### config.mk
export PLATFORM = sky130hd
export DESIGN_NAME = minmax_tracker_3_bit
export DESIGN_NICKNAME = d
export VERILOG_FILES = /design/src/rtl/minmax_tracker_3_bit_pkg.sv /design/src/rtl/Comparator_3_bit.sv /design/src/rtl/minmax_tracker_3_bit.sv
export SDC_FILE = /design/constraint.sdc
export NUM_CORES = 1
export LEC_CHECK = 0
export ABC_AREA = 1
export CAP_MARGIN = 20
export CELL_PAD_IN_SITES_DETAIL_PLACEMENT = 1
export CELL_PAD_IN_SITES_GLOBAL_PLACEMENT = 2
export CORE_MARGIN = 2
export CORE_UTILIZATION = 35
export DETAILED_ROUTE_END_ITERATION = 10
export DONT_BUFFER_PORTS = 1
export GPL_TIMING_DRIVEN = 0
export PLACE_DENSITY = 0.88
export SLEW_MARGIN = 20
export SYNTH_ARGS = -nofsm -noshare
export SYNTH_HDL_FRONTEND = slang
export SYNTH_SLANG_ARGS = --single-unit
### constraint.sdc
create_clock -name clk -period 3.54 [get_ports clk]
set_clock_uncertainty 0.2 [all_clocks]
set_input_delay 0.354 -clock clk [delete_from_list [all_inputs] [get_ports clk]]
set_output_delay 0.354 -clock clk [all_outputs]
set_load 0.02 [all_outputs]
### src/rtl/minmax_tracker_3_bit_pkg.sv
// Shared state encoding and default sizing for the 3-bit min/max frame tracker.
package minmax_tracker_3_bit_pkg;

   localparam int DEFAULT_WIDTH     = 3;
   localparam int DEFAULT_FRAME_LEN = 8;

   typedef enum logic [1:0] {
      IDLE  = 2'd0,
      FIRST = 2'd1,
      ACCUM = 2'd2,
      DONE  = 2'd3
   } state_e;

endpackage

### src/rtl/Comparator_3_bit.sv
// 3-bit unsigned magnitude comparator: exactly one of L (A<B), E (A==B), G (A>B) is high.
module Comparator_3_bit (
   input  logic [2:0] A,
   input  logic [2:0] B,
   output logic       L,
   output logic       E,
   output logic       G
);

   assign L = (A <  B);
   assign E = (A == B);
   assign G = (A >  B);

endmodule

### src/rtl/minmax_tracker_3_bit.sv
// Tracks running max/min and sample count over a frame of FRAME_LEN samples.
// Optional MINMAX_TIE_COUNT_EN adds tie_cnt: occurrences of the current maximum.
module minmax_tracker_3_bit
   import minmax_tracker_3_bit_pkg::*;
#(
   parameter int WIDTH     = DEFAULT_WIDTH,
   parameter int FRAME_LEN = DEFAULT_FRAME_LEN,
   parameter int CNT_W     = 4
) (
   input  logic             clk,
   input  logic             rst_n,
   input  logic             start,
   input  logic             in_valid,
   input  logic [WIDTH-1:0] in_data,
   output logic             in_ready,
   output logic [WIDTH-1:0] max_out,
   output logic [WIDTH-1:0] min_out,
   output logic [CNT_W-1:0] sample_cnt,
   output logic             busy,
   output logic             done
`ifdef MINMAX_TIE_COUNT_EN
   ,
   output logic [CNT_W-1:0] tie_cnt
`endif
);

   state_e           state_q, state_d;
   logic [WIDTH-1:0] max_q, max_d;
   logic [WIDTH-1:0] min_q, min_d;
   logic [CNT_W-1:0] cnt_q, cnt_d;
   logic [CNT_W-1:0] cnt_inc_s;
   logic             in_ready_q, in_ready_d;
   logic             busy_q, busy_d;
   logic             done_q, done_d;
   logic             xfer_s;
   logic             a_l_s, a_e_s, a_g_s;
   logic             b_l_s, b_e_s, b_g_s;
`ifdef MINMAX_TIE_COUNT_EN
   logic [CNT_W-1:0] tie_q, tie_d;
   logic             unused_s;
   assign unused_s = ^{a_l_s, b_e_s, b_g_s};
`else
   logic             unused_s;
   assign unused_s = ^{a_l_s, a_e_s, b_e_s, b_g_s};
`endif

   // Max path: sample vs current max; min path: sample vs current min.
   Comparator_3_bit u_cmp_max (.A(in_data), .B(max_q), .L(a_l_s), .E(a_e_s), .G(a_g_s));
   Comparator_3_bit u_cmp_min (.A(in_data), .B(min_q), .L(b_l_s), .E(b_e_s), .G(b_g_s));

   assign xfer_s    = in_valid & in_ready_q;
   assign cnt_inc_s = cnt_q + {{(CNT_W-1){1'b0}}, 1'b1};

   // Next-state, datapath update and decode of the next registered flags.
   always_comb begin
      state_d = state_q;
      max_d   = max_q;
      min_d   = min_q;
      cnt_d   = cnt_q;
`ifdef MINMAX_TIE_COUNT_EN
      tie_d   = tie_q;
`endif
      case (state_q)
         IDLE: begin
            if (start) begin
               state_d = FIRST;
               cnt_d   = {CNT_W{1'b0}};
`ifdef MINMAX_TIE_COUNT_EN
               tie_d   = {CNT_W{1'b0}};
`endif
            end else begin
               state_d = IDLE;
            end
         end
         FIRST: begin
            if (xfer_s) begin
               max_d   = in_data;
               min_d   = in_data;
               cnt_d   = {{(CNT_W-1){1'b0}}, 1'b1};
`ifdef MINMAX_TIE_COUNT_EN
               tie_d   = {{(CNT_W-1){1'b0}}, 1'b1};
`endif
               state_d = (FRAME_LEN == 1) ? DONE : ACCUM;
            end else begin
               state_d = FIRST;
            end
         end
         ACCUM: begin
            if (xfer_s) begin
               if (a_g_s) begin
                  max_d = in_data;
               end else begin
                  max_d = max_q;
               end
               if (b_l_s) begin
                  min_d = in_data;
               end else begin
                  min_d = min_q;
               end
`ifdef MINMAX_TIE_COUNT_EN
               if (a_g_s) begin
                  tie_d = {{(CNT_W-1){1'b0}}, 1'b1};
               end else if (a_e_s) begin
                  tie_d = tie_q + {{(CNT_W-1){1'b0}}, 1'b1};
               end else begin
                  tie_d = tie_q;
               end
`endif
               cnt_d = cnt_inc_s;
               if (cnt_inc_s == CNT_W'(FRAME_LEN)) begin
                  state_d = DONE;
               end else begin
                  state_d = ACCUM;
               end
            end else begin
               state_d = ACCUM;
            end
         end
         DONE: begin
            state_d = IDLE;
         end
         default: begin
            state_d = IDLE;
         end
      endcase

      in_ready_d = (state_d == FIRST) || (state_d == ACCUM);
      busy_d     = (state_d == FIRST) || (state_d == ACCUM);
      done_d     = (state_d == DONE);
   end

   // State and output registers with synchronous active-low reset.
   always_ff @(posedge clk) begin
      if (!rst_n) begin
         state_q    <= IDLE;
         max_q      <= {WIDTH{1'b0}};
         min_q      <= {WIDTH{1'b0}};
         cnt_q      <= {CNT_W{1'b0}};
         in_ready_q <= 1'b0;
         busy_q     <= 1'b0;
         done_q     <= 1'b0;
`ifdef MINMAX_TIE_COUNT_EN
         tie_q      <= {CNT_W{1'b0}};
`endif
      end else begin
         state_q    <= state_d;
         max_q      <= max_d;
         min_q      <= min_d;
         cnt_q      <= cnt_d;
         in_ready_q <= in_ready_d;
         busy_q     <= busy_d;
         done_q     <= done_d;
`ifdef MINMAX_TIE_COUNT_EN
         tie_q      <= tie_d;
`endif
      end
   end

   assign in_ready   = in_ready_q;
   assign max_out    = max_q;
   assign min_out    = min_q;
   assign sample_cnt = cnt_q;
   assign busy       = busy_q;
   assign done       = done_q;
`ifdef MINMAX_TIE_COUNT_EN
   assign tie_cnt    = tie_q;
`endif

endmodule

==> metrics.md <==
| Metric | Value |
|---|---|
| Yosys top cell by area | dfxtp_1 |
| Hold depth | 2 |
| Chip width | 55.37 um |
| Count of mapped cells out of synthesis | 129 |
| Top cells by count, synth | 26 x nand2_1, 21 x inv_1, 20 x nor2_1 |
| IO Count | 20 |
| Final Hold Slack | 0.02549 ns |
| Min-delay worst type | input port to flip-flop |
| Avg WL per Cell | 11.92 um |
| Die Height | 55.37 um |
| Count leader, synth | nand2_1 |
| Headroom to the max-slew limit | roughly 74% |
| Hold Buf Count CTS | 2 |
| Antenna-violating nets left | 0 |
| Share of cells above drive strength 1 | 11.85% |
| Yosys warning count | 0 |
| First-pass GRT wire length | ~3300 um |
| Starting density of the core | 36.94% |
| TNS Setup | 0 ns |
| Vias post-DR | 789 |
| Ys flop type | dfxtp_1 |
| Fmax | 508.8 MHz |
| Antenna Cells | 0 |
| Mean post-synth cell area | 7.158 um^2 |
| H-tree depth | 1 |
| Gr usage total | 13.61% |
| R2R cell count | 11 |
| 1st-iter DRT viols | 4 |
| Syn_nets | 149 |
| Clock-pin slew on the worst setup and hold paths | around 0.090 ns |
| PwrDens | 366.1 mW/mm^2 |
| Required time worst endpoint | approximately 3.5 ns |
| Status | finished clean |
| Die area | about 0.0031 mm^2 |
| Crit path capture type | flip-flop |
| Final setup violating endpoints | 0 |
| CTS max path bufs | 2 |
| Kind of critical path | flip-flop to flip-flop |
| I/O Buffers | 0 |
| CP cell instances | ha_1, nor2_1, nor2_1, nor2_1, nand3_1, nand2_1, nand2_1, inv_1, ha_1, nand2_1, inv_1 |
| Worst vdd ir | 0.2481 mV |
| Critical Path Fanout Max | 6 |
| Unrepaired setup endpoints after global routing | no |
| Final Cycle Share | 55.52% |
| Resize count post-CTS | 0 |
| Max_cap viols | 0 |
| CTS Buf Count | 3 |
| CP max-delay cell | dfxtp_1 |
| Startpoint types | flip-flop |
| Clk_lat worst skew | 0.28 ns |
| Gpl congestion | between 0.7 and 0.8 |
| Ranking of synthesized cells by area | dfxtp_1 30%, ha_1 18%, nand2_1 11% |
| Leak pwr | 0.4893 nW |
| Final Hold Viols | 0 |
| Setup bufs post-CTS | 0 |
| Post-synthesis sequential area ratio | 30.35% |
| Synthesis-to-finish area growth | 10.16% |
| Clk sink count | 14 |
| Grt total ovfl | 0 |
| CP Data Arrival Time | between 1.5 and 2 ns |
| Root Driver | clkbuf_4 |
| Worst Tran Pin Value | 0.3859 ns |
| Post-synth EDFFs | 0 |
| Largest net degree at the start of global routing | 11 |
| Cell Rows | 18 |
| Via density | 4.782 |
| CP max stage delay | 0.56 ns |
| CTS tree | built |
| Synth top area share | 30.35% |
| Final min period | 1.965 ns |
| Core area | 0.002500 mm^2 |
| Number of global-route vias before repair | 796 |
| Mapped Area | around 920 um^2 |
| Slew Limit Fails | 0 |
| Antenna violations before repair | 0 |
| Ys async rst share | 0% |
| DRT Pass-1 Iters | 4 |
| Netlist cell types | 22 |
| Nets@finish | around 160 |
| DRC | 0 |
| DP HPWL | 1577 um |
| Yosys reg bits | 14 |
| Drt total wl | 1966 um |
[through the flow]
| step | total power [mW] | setup slack [ns] | cells | utilization, % | instance area [um^2] |
|---|---|---|---|---|---|
| finish | 0.3724 | 1.575 | 165 | 40.69 | 1017 |
| global route | 0.3996 | 1.363 | 165 | 40.69 | 1017 |
| CTS | 0.3830 | 1.530 | 165 | 40.69 | 1017 |
| detailed placement | 0.2603 | 1.538 | 159 | 38.44 | 960.9 |
| global placement | 0.2556 | 1.610 | 159 | 38.44 | 960.9 |
| floorplan | 0.2439 | 1.768 | 129 | - | 923.4 |
[routing by layer]
| metal | global-route usage, % | up-vias | share of wire (%) |
|---|---|---|---|
| met5 | 0 | - | 0 |
| met4 | 5.226 | 0 | 1.2 |
| met3 | 6.557 | 2 | 7.4 |
| met2 | 21.60 | 21 | 45 |
| met1 | 15.74 | 351 | 47 |
| li1 | - | 415 | - |
[kinds of logic (layout without fill, tap and decap cells)]
group,count (synthesis),after routing,synth area share (%)
adders and majority gates,13,13,17.62
buffers and inverters,25,31,12.60
and+or+nand+nor,63,63,30.35
DFF,14,14,30.35
AOI/OAI and AO/OA,14,14,9.079
[worst max-delay path, delay by kind of cell (launching register included)]
family | cells | cell delay (ns)
buffers and inverters | 2 | 0.08
flip-flops | 1 | 0.56
AND/OR/NAND/NOR | 7 | 0.55
adder cells (fa/ha/maj) | 2 | 0.50
[flip-flops by register name (all words and copies together), names as in the netlist]
register    cells
busy            1
min_out         3
sample_cnt      4
max_out         3
state_q         2
done            1
[cell usage in the layout (no fill, tap or decap)]
cell type / count
nand3_1: 10
nand2_4: 1
a211oi_2: 1
o22ai_1: 1
buf_4: 1
clkinv_2: 1
nor2_4: 1
nor2_1: 20
clkbuf_4: 3
nor2_2: 1
dfxtp_1: 14
nand2_2: 2
clkbuf_8: 2
nand2_1: 26
o21ai_2: 1
dlygate4sd3_1: 2
nand4_1: 1
nor3_2: 1
o21ai_0: 1
buf_6: 1
ha_1: 13
a21oi_1: 9
a31oi_1: 1
inv_1: 21
[final cells by class]
type | instances | area, um^2
plain buffers | 3 | 32.53
clock buffers | 4 | 36.28
fillers | 338 | 1483
inverters | 22 | 83.83
multi-input cells | 90 | 526.8
flip-flops and latches | 14 | 280.3
well taps | 30 | 37.54
repair buffers | 2 | 20.02
[path summary, 6_finish.rpt]
kind | startpoint | to | slack (ns)
worst max register to register | sample_cnt[1]$_SDFFE_PN0P_ | busy$_SDFF_PN0_ | 1.57
worst min-delay path | in_data[2] | min_out[2]$_SDFFE_PN0P_ | 0.03
worst min register to register | sample_cnt[3]$_SDFFE_PN0P_ | sample_cnt[3]$_SDFFE_PN0P_ | 0.40
worst max-delay path | sample_cnt[1]$_SDFFE_PN0P_ | busy$_SDFF_PN0_ | 1.57
[power breakdown]
group,switching (mW),total [mW],internal [mW]
clock network,0.0535,0.116,0.0626
registers,0.0210,0.187,0.166
logic,0.0411,0.0691,0.0280
total,0.116,0.372,0.257
Note: power is estimated with default switching activity, not from simulation.
